<file path="src/rtl/ram_line_reader_if.sv">
// Bundle of the line reader's command, RAM read port and output stream signals.
// Ports: start/base_addr/line_len command in, busy/done status out, raddr/re/rdata RAM port,
//        m_tdata/m_tvalid/m_tready/m_tlast stream. master = the reader, slave = its surroundings.
interface ram_line_reader_if #(
   parameter int DATA_WIDTH = 14,
   parameter int DATA_DEPTH = 256,
   parameter int AW         = $clog2(DATA_DEPTH),
   parameter int LW         = $clog2(DATA_DEPTH + 1)
);
   logic                  start;
   logic [AW-1:0]         base_addr;
   logic [LW-1:0]         line_len;
   logic                  busy;
   logic                  done;
   logic [AW-1:0]         raddr;
   logic                  re;
   logic [DATA_WIDTH-1:0] rdata;
   logic [DATA_WIDTH-1:0] m_tdata;
   logic                  m_tvalid;
   logic                  m_tready;
   logic                  m_tlast;

   modport master (
      input  start, base_addr, line_len, rdata, m_tready,
      output busy, done, raddr, re, m_tdata, m_tvalid, m_tlast
   );

   modport slave (
      output start, base_addr, line_len, rdata, m_tready,
      input  busy, done, raddr, re, m_tdata, m_tvalid, m_tlast
   );
endinterface

</file>
<file path="src/rtl/ram_line_reader.sv">
// Reads a line of LEN words from the line RAM starting at BASE (wrapping at DATA_DEPTH) and streams it out.
// Ports: clk, rst (async, active high), bus (ram_line_reader_if.master): command, RAM read port, stream.
// First word valid 2 cycles after accept, then 1 word/clk; m_tready low stalls via a 2-entry output FIFO.
module ram_line_reader #(
   parameter int DATA_WIDTH = 14,
   parameter int DATA_DEPTH = 256
) (
   input logic               clk,
   input logic               rst,
   ram_line_reader_if.master bus
);
   localparam int AW = $clog2(DATA_DEPTH);
   localparam int LW = $clog2(DATA_DEPTH + 1);

   typedef enum logic [1:0] {IDLE, READ, DRAIN, DONE} state_t;

   state_t                state, state_nxt;
   logic [AW-1:0]         addr;
   logic [LW-1:0]         rd_left;
   logic                  inflight;
   logic                  inflight_last;
   logic [DATA_WIDTH-1:0] fifo_dat [2];
   logic                  fifo_last [2];
   logic                  wr_ptr;
   logic                  rd_ptr;
   logic [1:0]            count;
   logic [LW-1:0]         len_eff;
   logic                  accept;
   logic                  push;
   logic                  pop;
   logic                  head_last;
   logic                  re;
   logic                  busy;
   logic                  done;

   assign len_eff   = (bus.line_len > LW'(DATA_DEPTH)) ? LW'(DATA_DEPTH) : bus.line_len;
   assign accept    = (state == IDLE) && bus.start;
   assign push      = inflight;
   assign pop       = (count != 2'd0) && bus.m_tready;
   assign head_last = fifo_last[rd_ptr];

   // Next state and FSM outputs. A read is issued only if the word it returns
   // has a guaranteed FIFO slot; a pop in the same cycle frees one, which is
   // what keeps a steady 1 word/clk with only two entries.
   always_comb begin
      state_nxt = state;
      re        = 1'b0;
      busy      = (state != IDLE);
      done      = (state == DONE);
      case (state)
         IDLE: begin
            if (bus.start)
               state_nxt = (len_eff == '0) ? DONE : READ;
         end
         READ: begin
            re = (({1'b0, count} + {2'b00, inflight} - {2'b00, pop}) < 3'd2);
            if (re && (rd_left == LW'(1)))
               state_nxt = DRAIN;
         end
         DRAIN: begin
            if (pop && head_last)
               state_nxt = DONE;
         end
         DONE: begin
            state_nxt = IDLE;
         end
         default: begin
            state_nxt = IDLE;
         end
      endcase
   end

   always_ff @(posedge clk or posedge rst) begin
      if (rst)
         state <= IDLE;
      else
         state <= state_nxt;
   end

   always_ff @(posedge clk or posedge rst) begin
      if (rst) begin
         addr          <= '0;
         rd_left       <= '0;
         inflight      <= 1'b0;
         inflight_last <= 1'b0;
         wr_ptr        <= 1'b0;
         rd_ptr        <= 1'b0;
         count         <= 2'd0;
         for (int i = 0; i < 2; i++) begin
            fifo_dat[i]  <= '0;
            fifo_last[i] <= 1'b0;
         end
      end else begin
         if (accept) begin
            addr    <= bus.base_addr;
            rd_left <= len_eff;
         end else if (re) begin
            // Explicit wrap so non-power-of-two depths work.
            addr    <= (addr == AW'(DATA_DEPTH - 1)) ? '0 : addr + 1'b1;
            rd_left <= rd_left - 1'b1;
         end
         // The RAM returns data one cycle after re; the last flag rides along.
         inflight      <= re;
         inflight_last <= re && (rd_left == LW'(1));
         if (push) begin
            fifo_dat[wr_ptr]  <= bus.rdata;
            fifo_last[wr_ptr] <= inflight_last;
            wr_ptr            <= ~wr_ptr;
         end
         if (pop)
            rd_ptr <= ~rd_ptr;
         count <= count + {1'b0, push} - {1'b0, pop};
      end
   end

   assign bus.raddr    = addr;
   assign bus.re       = re;
   assign bus.busy     = busy;
   assign bus.done     = done;
   assign bus.m_tvalid = (count != 2'd0);
   assign bus.m_tdata  = fifo_dat[rd_ptr];
   assign bus.m_tlast  = (count != 2'd0) && fifo_last[rd_ptr];
endmodule

</file>
<file path="src/flat_wrapper.sv">
// flat-port wrapper written by rule: the top's interface ports become plain ports
module ram_line_reader_flat 
#(
   parameter int DATA_WIDTH = 14,
   parameter int DATA_DEPTH = 256
)
  (clk, rst, bus_start, bus_base_addr, bus_line_len, bus_rdata, bus_m_tready, bus_busy, bus_done, bus_raddr, bus_re, bus_m_tdata, bus_m_tvalid, bus_m_tlast);
  ram_line_reader_if #(.DATA_WIDTH(DATA_WIDTH), .DATA_DEPTH(DATA_DEPTH)) bus_i ();
  input logic clk;
  input logic rst;
  input wire logic [$bits(bus_i.start)-1:0] bus_start;
  input wire logic [$bits(bus_i.base_addr)-1:0] bus_base_addr;
  input wire logic [$bits(bus_i.line_len)-1:0] bus_line_len;
  input wire logic [$bits(bus_i.rdata)-1:0] bus_rdata;
  input wire logic [$bits(bus_i.m_tready)-1:0] bus_m_tready;
  output wire logic [$bits(bus_i.busy)-1:0] bus_busy;
  output wire logic [$bits(bus_i.done)-1:0] bus_done;
  output wire logic [$bits(bus_i.raddr)-1:0] bus_raddr;
  output wire logic [$bits(bus_i.re)-1:0] bus_re;
  output wire logic [$bits(bus_i.m_tdata)-1:0] bus_m_tdata;
  output wire logic [$bits(bus_i.m_tvalid)-1:0] bus_m_tvalid;
  output wire logic [$bits(bus_i.m_tlast)-1:0] bus_m_tlast;
  assign bus_i.start = bus_start;
  assign bus_i.base_addr = bus_base_addr;
  assign bus_i.line_len = bus_line_len;
  assign bus_i.rdata = bus_rdata;
  assign bus_i.m_tready = bus_m_tready;
  assign bus_busy = bus_i.busy;
  assign bus_done = bus_i.done;
  assign bus_raddr = bus_i.raddr;
  assign bus_re = bus_i.re;
  assign bus_m_tdata = bus_i.m_tdata;
  assign bus_m_tvalid = bus_i.m_tvalid;
  assign bus_m_tlast = bus_i.m_tlast;
  ram_line_reader #(.DATA_WIDTH(DATA_WIDTH), .DATA_DEPTH(DATA_DEPTH)) u_core (.clk(clk), .rst(rst), .bus(bus_i));
endmodule
</file>
<file path="config.mk">
export PLATFORM = sky130hd
export DESIGN_NAME = ram_line_reader_flat
export DESIGN_NICKNAME = d
export VERILOG_FILES = /design/src/rtl/ram_line_reader_if.sv /design/src/rtl/ram_line_reader.sv /design/src/flat_wrapper.sv
export SDC_FILE = /design/constraint.sdc
export NUM_CORES = 1
export LEC_CHECK = 0
export CAP_MARGIN = 10
export CORE_MARGIN = 2
export CORE_UTILIZATION = 54
export CTS_CLUSTER_DIAMETER = 40
export CTS_CLUSTER_SIZE = 8
export DETAILED_ROUTE_END_ITERATION = 7
export GPL_TIMING_DRIVEN = 1
export PLACE_DENSITY_LB_ADDON = 0.12
export SETUP_SLACK_MARGIN = 0.1
export SYNTH_ARGS = -nofsm -noshare
export SYNTH_HDL_FRONTEND = slang
export SYNTH_SLANG_ARGS = --single-unit
</file>
<file path="constraint.sdc">
create_clock -name clk -period 7.95 [get_ports clk]
set_clock_uncertainty 0.1 [all_clocks]
set_input_delay 1.59 -clock clk [delete_from_list [all_inputs] [get_ports clk]]
set_output_delay 1.59 -clock clk [all_outputs]
set_load 0.03 [all_outputs]
</file>
# ---- After elaboration in Yosys (flattened, before gate mapping)
# Index checks and enable logic that the tools add are counted.
dict set report op_classes {
  eq_ne 8
  muxes 24
  n_reduce_logical 13
  order_cmp 5
  bitwise 4
  addsub 6
}
# op count
set op_table {}
lappend op_table {{14-bit two-way mux} 4}
lappend op_table {{28-bit bitwise mux} 1}
lappend op_table {{9-bit two-way mux} 3}
lappend op_table {{8-bit two-way mux} 3}
lappend op_table {{14-bit demux with 1-bit select} 1}
lappend op_table {{9-bit by 1-bit == test with 1-bit output, second input constant} 1}
lappend op_table {{9-bit > comparator, second input constant} 1}
lappend op_table {{9-bit logical NOT} 1}
lappend op_table {{9-bit by 1-bit subtractor with 9-bit output, second input constant} 1}
lappend op_table {{8-bit by 1-bit adder with 8-bit output, second input constant} 1}
lappend op_table {{8-bit == test, second input constant} 1}
lappend op_table {{2-bit two-way mux} 4}
lappend op_table {{2-bit case mux with 4 select lines} 1}
lappend op_table {{1-bit logical AND} 7}
lappend op_table {{2-bit nonzero test} 3}
lappend op_table {{1-bit two-way mux} 5}
lappend op_table {{2-bit == test, second input constant} 2}
lappend op_table {{2-bit >= comparator, second input constant} 2}
lappend op_table {{2-bit by 1-bit inequality test with 1-bit output, second input constant} 2}
lappend op_table {{1-bit NOT with 2-bit output} 2}
lappend op_table {{2-bit by 1-bit adder with 3-bit output} 1}
lappend op_table {{3-bit by 2-bit less-than comparator with 1-bit output, second input constant} 1}
lappend op_table {{3-bit AND reduction} 1}
lappend op_table {{3-bit by 1-bit subtractor with 3-bit output} 1}
lappend op_table {{other kinds (9)} 10}
dict set report word_totals {
  ff_bits 55
  input_bits 35
  output_inout_bits 27
}

# ---- Longest topological paths before layout
dict set report logic_depth {
  word_depth 7
  mapped_depth 11
}

# ---- Worst setup path after synthesis
# OpenSTA, ideal clock, no wires.
dict set report synth_timing {
  kind {input -> output}
  from {input bus_m_tready}
  to {output bus_re}
  t_arrival_ps 3334
  path_stages 9
  required_ps 6260
  setup_slack_ps 2926
  cell_sequence {o21ai_0 inv_1 ha_1 inv_1 ha_1 fa_1 xor2_2 nand3_2 inv_2}
}
dict set report synth_via {
  elab_chain_cells 4
}
# element line_no
set synth_rtl {}
lappend synth_rtl {{start: declaration} flat_wrapper.sv:15} ;# input wire logic [$bits(bus_i.m_tready)-1:0] bus_m_tready;
lappend synth_rtl {{1-bit logical AND} ram_line_reader.sv:39} ;# assign pop = (count != 2'd0) && bus.m_tready;
lappend synth_rtl {{named net u_core.pop} ram_line_reader.sv:30} ;# logic pop;
lappend synth_rtl {{3-bit by 1-bit subtractor with 3-bit output} ram_line_reader.sv:56} ;# re = (({1'b0, count} + {2'b00, inflight} - {2'b00, pop}) < 3'd2);
lappend synth_rtl {{3-bit by 2-bit less-than comparator with 1-bit output} ram_line_reader.sv:56}
lappend synth_rtl {{1-bit two-way mux} ram_line_reader.sv:50} ;# case (state)
lappend synth_rtl {{end: declaration} flat_wrapper.sv:19} ;# output wire logic [$bits(bus_i.re)-1:0] bus_re;
# The timed path passes the listed nets, and every way through them passes these cells.

# ---- Final worst setup path
# Same ends and word-level chain as after synthesis.

==> summary.md <==
| Metric | Value |
|---|---|
| Total gr overflow | `0` |
| Reg2reg setup slack | `4.84 ns` |
| Synth top area cells | `dfrtp_1 (49%), mux2_2 (18%), ha_1 (4.5%), xnor2_1 (2.5%), o21ai_0 (1.8%)` |
| Drc violations | `0` |
| Final core utilization | `70.9%` |
| Placed cell area | `3490 um2` |
| Worst slew margin | `52.6%` |
| Syn avg cell area | `11.6 um2` |
| Critical Path RT | `6.26 ns` |
| Clk buf depth | `2` |
| Power density over cell area | `422 nW/um2` |
| Hold Path Class | `reg2reg` |
| Detailed Route WL | `5.34 mm` |
| Worst-path cell chain | `clkdlybuf4s50_1, o21ai_0, inv_1, ha_1, inv_1, ha_1, fa_1, xor2_2, nand3_2, inv_2, clkdlybuf4s50_1` |
| Slew at the pin closest to its max-slew limit | `0.710 ns` |
| Post-CTS Resized | `0` |
| Final slew viol count | `0` |
| # setup viols final | `0` |
| Post-synth cell types | `42` |
| Num rows | `26` |
| CTS Buf Count | `5` |
| Hold violation count in the final report | `0` |
| Worst reg2reg path depth | `11` |
| Cts hold-fix bufs | `0` |
| CP Launch Type | `input pin` |
| Synth Net Count | `288` |
| Routability Congestion | `0.833` |
| Post-synthesis sequential area ratio | `49.0%` |
| Asr flop ratio synth | `100%` |
| WP data arrival | `4.54 ns` |
| Vias/cell | `5.39` |
| Wire length per cell | `14.2 um` |
| Die H | `76.1 um` |
| Maximum number of pins on one net before global-route repair | `56` |
| Critical path peak fanout | `10` |
| RSZ-0062 raised after global routing | `no` |
| Top post-synthesis cells by count | `dfrtp_1 (55), mux2_2 (45), inv_1 (13), nand2_1 (13), nor2_1 (12)` |
| Vias in the first global route | `2112` |
| Fraction of layout cells with a size suffix above 1 | `20.0%` |
| First-pass GRT wire length | `9.61 mm` |
| Initial antenna violation count | `0` |
| Clk root buf | `clkbuf_8` |
| Post-synth EDFFs | `0` |
| ANT nets after route | `0` |
| Clock sinks | `55` |
| Total negative slack | `0 ns` |
| Diode count | `0` |
| Pleak | `1.50 nW` |
| Worst Setup SP | `bus_m_tready` |
| Fillcell total | `402` |
| Crit path max-delay cell type | `clkdlybuf4s50_1` |
| Synth area leader | `dfrtp_1` |
| Element type at the critical path end | `output pin` |
| Clock latency on the worst-skew pair | `0.30 ns` |
| Core Area | `5070 um2` |
| R2r endpoint | `u_core.bus.raddr[3]` |
| Post-route insts no fill | `375` |
| Critical path class | `in2out` |
| Cells after DPL | `368` |
| CTS tree | `done` |
| FF+latch count, synth | `55` |
| Port Buf Inserts | `61` |
| Design area | `3600 um2` |
| Maximum level of the CTS H-tree | `2` |
| Max Fclk | `0.160 GHz` |
| Synthesis-to-finish area growth | `28.1%` |
| Initial DRC Count | `65` |
| Reg-to-Reg Start | `u_core.count[1]` |
| Vias | `2022` |
| Synth warnings | `0` |
| Max incr delay on CP | `0.70 ns` |
| Prevailing post-synth register cell | `dfrtp_1` |
| Max-capacitance violation count | `0` |
| Post-CTS Setup Bufs | `0` |
| Critical Path End | `bus_re` |
| Initial Utilization | `55.4%` |
| Drt pass-1 iters | `4` |
| Final Cycle Share | `78.4%` |
| Mapped cell area | `2810 um2` |
| Post-synthesis instance total | `242` |
| Ports | `62` |
| Final min period | `6.23 ns` |
| CTS clk-pin slew, worst paths | `0.09 ns` |
| Detailed Place HPWL | `3.80 mm` |
| Status | `finished, final reports clean` |
| # nets final | `351` |
| Post-synth top area share | `49.0%` |
| Peak supply drop | `0.194 mV` |
| Die ar. | `5800 um2` |
| Most numerous cell in the Yosys netlist | `dfrtp_1` |
| GRT Total Usage | `20.3%` |
| Die width | `76.1 um` |
==> metrics by stage <==
stage | hold slack [ns] | total power [mW] | setup WS, ns
after floorplan | 0.361 | 1.08 | 2.93
after global placement | 0.376 | 1.33 | 1.79
after detailed placement | 0.381 | 1.35 | 1.72
after CTS | 0.400 | 1.53 | 1.69
after global routing | 0.418 | 1.62 | 1.50
final | 0.396 | 1.52 | 1.72
==> state kept, by name, indices dropped and copies added, names as in the netlist <==
name / cells
u_core.count: 2
u_core.fifo_dat: 28
u_core.bus.raddr: 8
u_core.wr_ptr: 1
u_core.inflight_last: 1
u_core.rd_ptr: 1
u_core.state: 2
u_core.fifo_last: 2
u_core.inflight: 1
u_core.rd_left: 9
==> report_power, final <==
group	internal [mW]	switching, mW	leakage (nW)
sequential	0.411	0.113	0.667
clock	0.0924	0.0856	0.0513
combinational	0.393	0.422	0.786
==> worst max-delay path: cells and delay by family <==
kind / cells / cell delay, ns
xor+xnor: 1 / 0.26
buf+inv: 5 / 1.41
simple gates: 1 / 0.18
fa+ha+maj: 3 / 0.94
compound gates: 1 / 0.15
==> cells by family after synthesis <==
logic type	count (synthesis)	share of synthesized area, %
adder cells (fa/ha/maj)	11	5.17
XOR/XNOR	12	4.01
AND/OR/NAND/NOR	64	12.3
multiplexers	48	19.1
buffers and inverters	22	2.98
flip-flops	55	49.0
AO/OA/AOI/OAI	30	7.44
==> worst min path at each step <==
stage,from,end,slack (ns),depth (start not counted)
6_report,u_core.wr_ptr,u_core.wr_ptr,0.40,1
3_3_place_gp,u_core.wr_ptr,u_core.wr_ptr,0.38,1
2_1_floorplan,u_core.wr_ptr,u_core.wr_ptr,0.36,1
4_1_cts,u_core.wr_ptr,u_core.wr_ptr,0.40,1
3_5_place_dp,u_core.wr_ptr,u_core.wr_ptr,0.38,1
5_1_grt,u_core.fifo_dat[10],u_core.fifo_dat[10],0.42,1
==> layout make-up <==
| class | count | area [um2] | share of cell area, % |
|---|---|---|---|
| multi-input cells | 165 | 1350 | 37.5 |
| inverters | 15 | 56.3 | 1.57 |
| clock buffers | 6 | 72.6 | 2.02 |
| repair buffers | 63 | 626 | 17.4 |
| flip-flops and latches | 55 | 1380 | 38.3 |
| well taps | 70 | 87.6 | 2.43 |
| clock inverters | 1 | 30.0 | 0.835 |
==> metal layers <==
| layer | vias up | track usage [%] | share of wire [%] |
|---|---|---|---|
| met5 | - | 0 | 0 |
| met4 | 0 | 5.45 | 1.3 |
| met3 | 6 | 3.91 | 4.1 |
| met2 | 49 | 35.7 | 48 |
| met1 | 971 | 25.8 | 47 |
| li1 | 996 | - | - |
==> cell usage in the layout, fill, tap and decap left out, types with 5 or more instances in the layout <==
master / n
ha_1: 10
dfrtp_1: 55
clkdlybuf4s50_1: 61
a31oi_1: 5
inv_1: 12
xnor2_1: 8
clkbuf_8: 5
nand2_1: 13
nand3_1: 9
mux2_2: 45
nor3_1: 5
o21ai_0: 10
nor2_1: 12
Power figures use the tool's default switching activity.
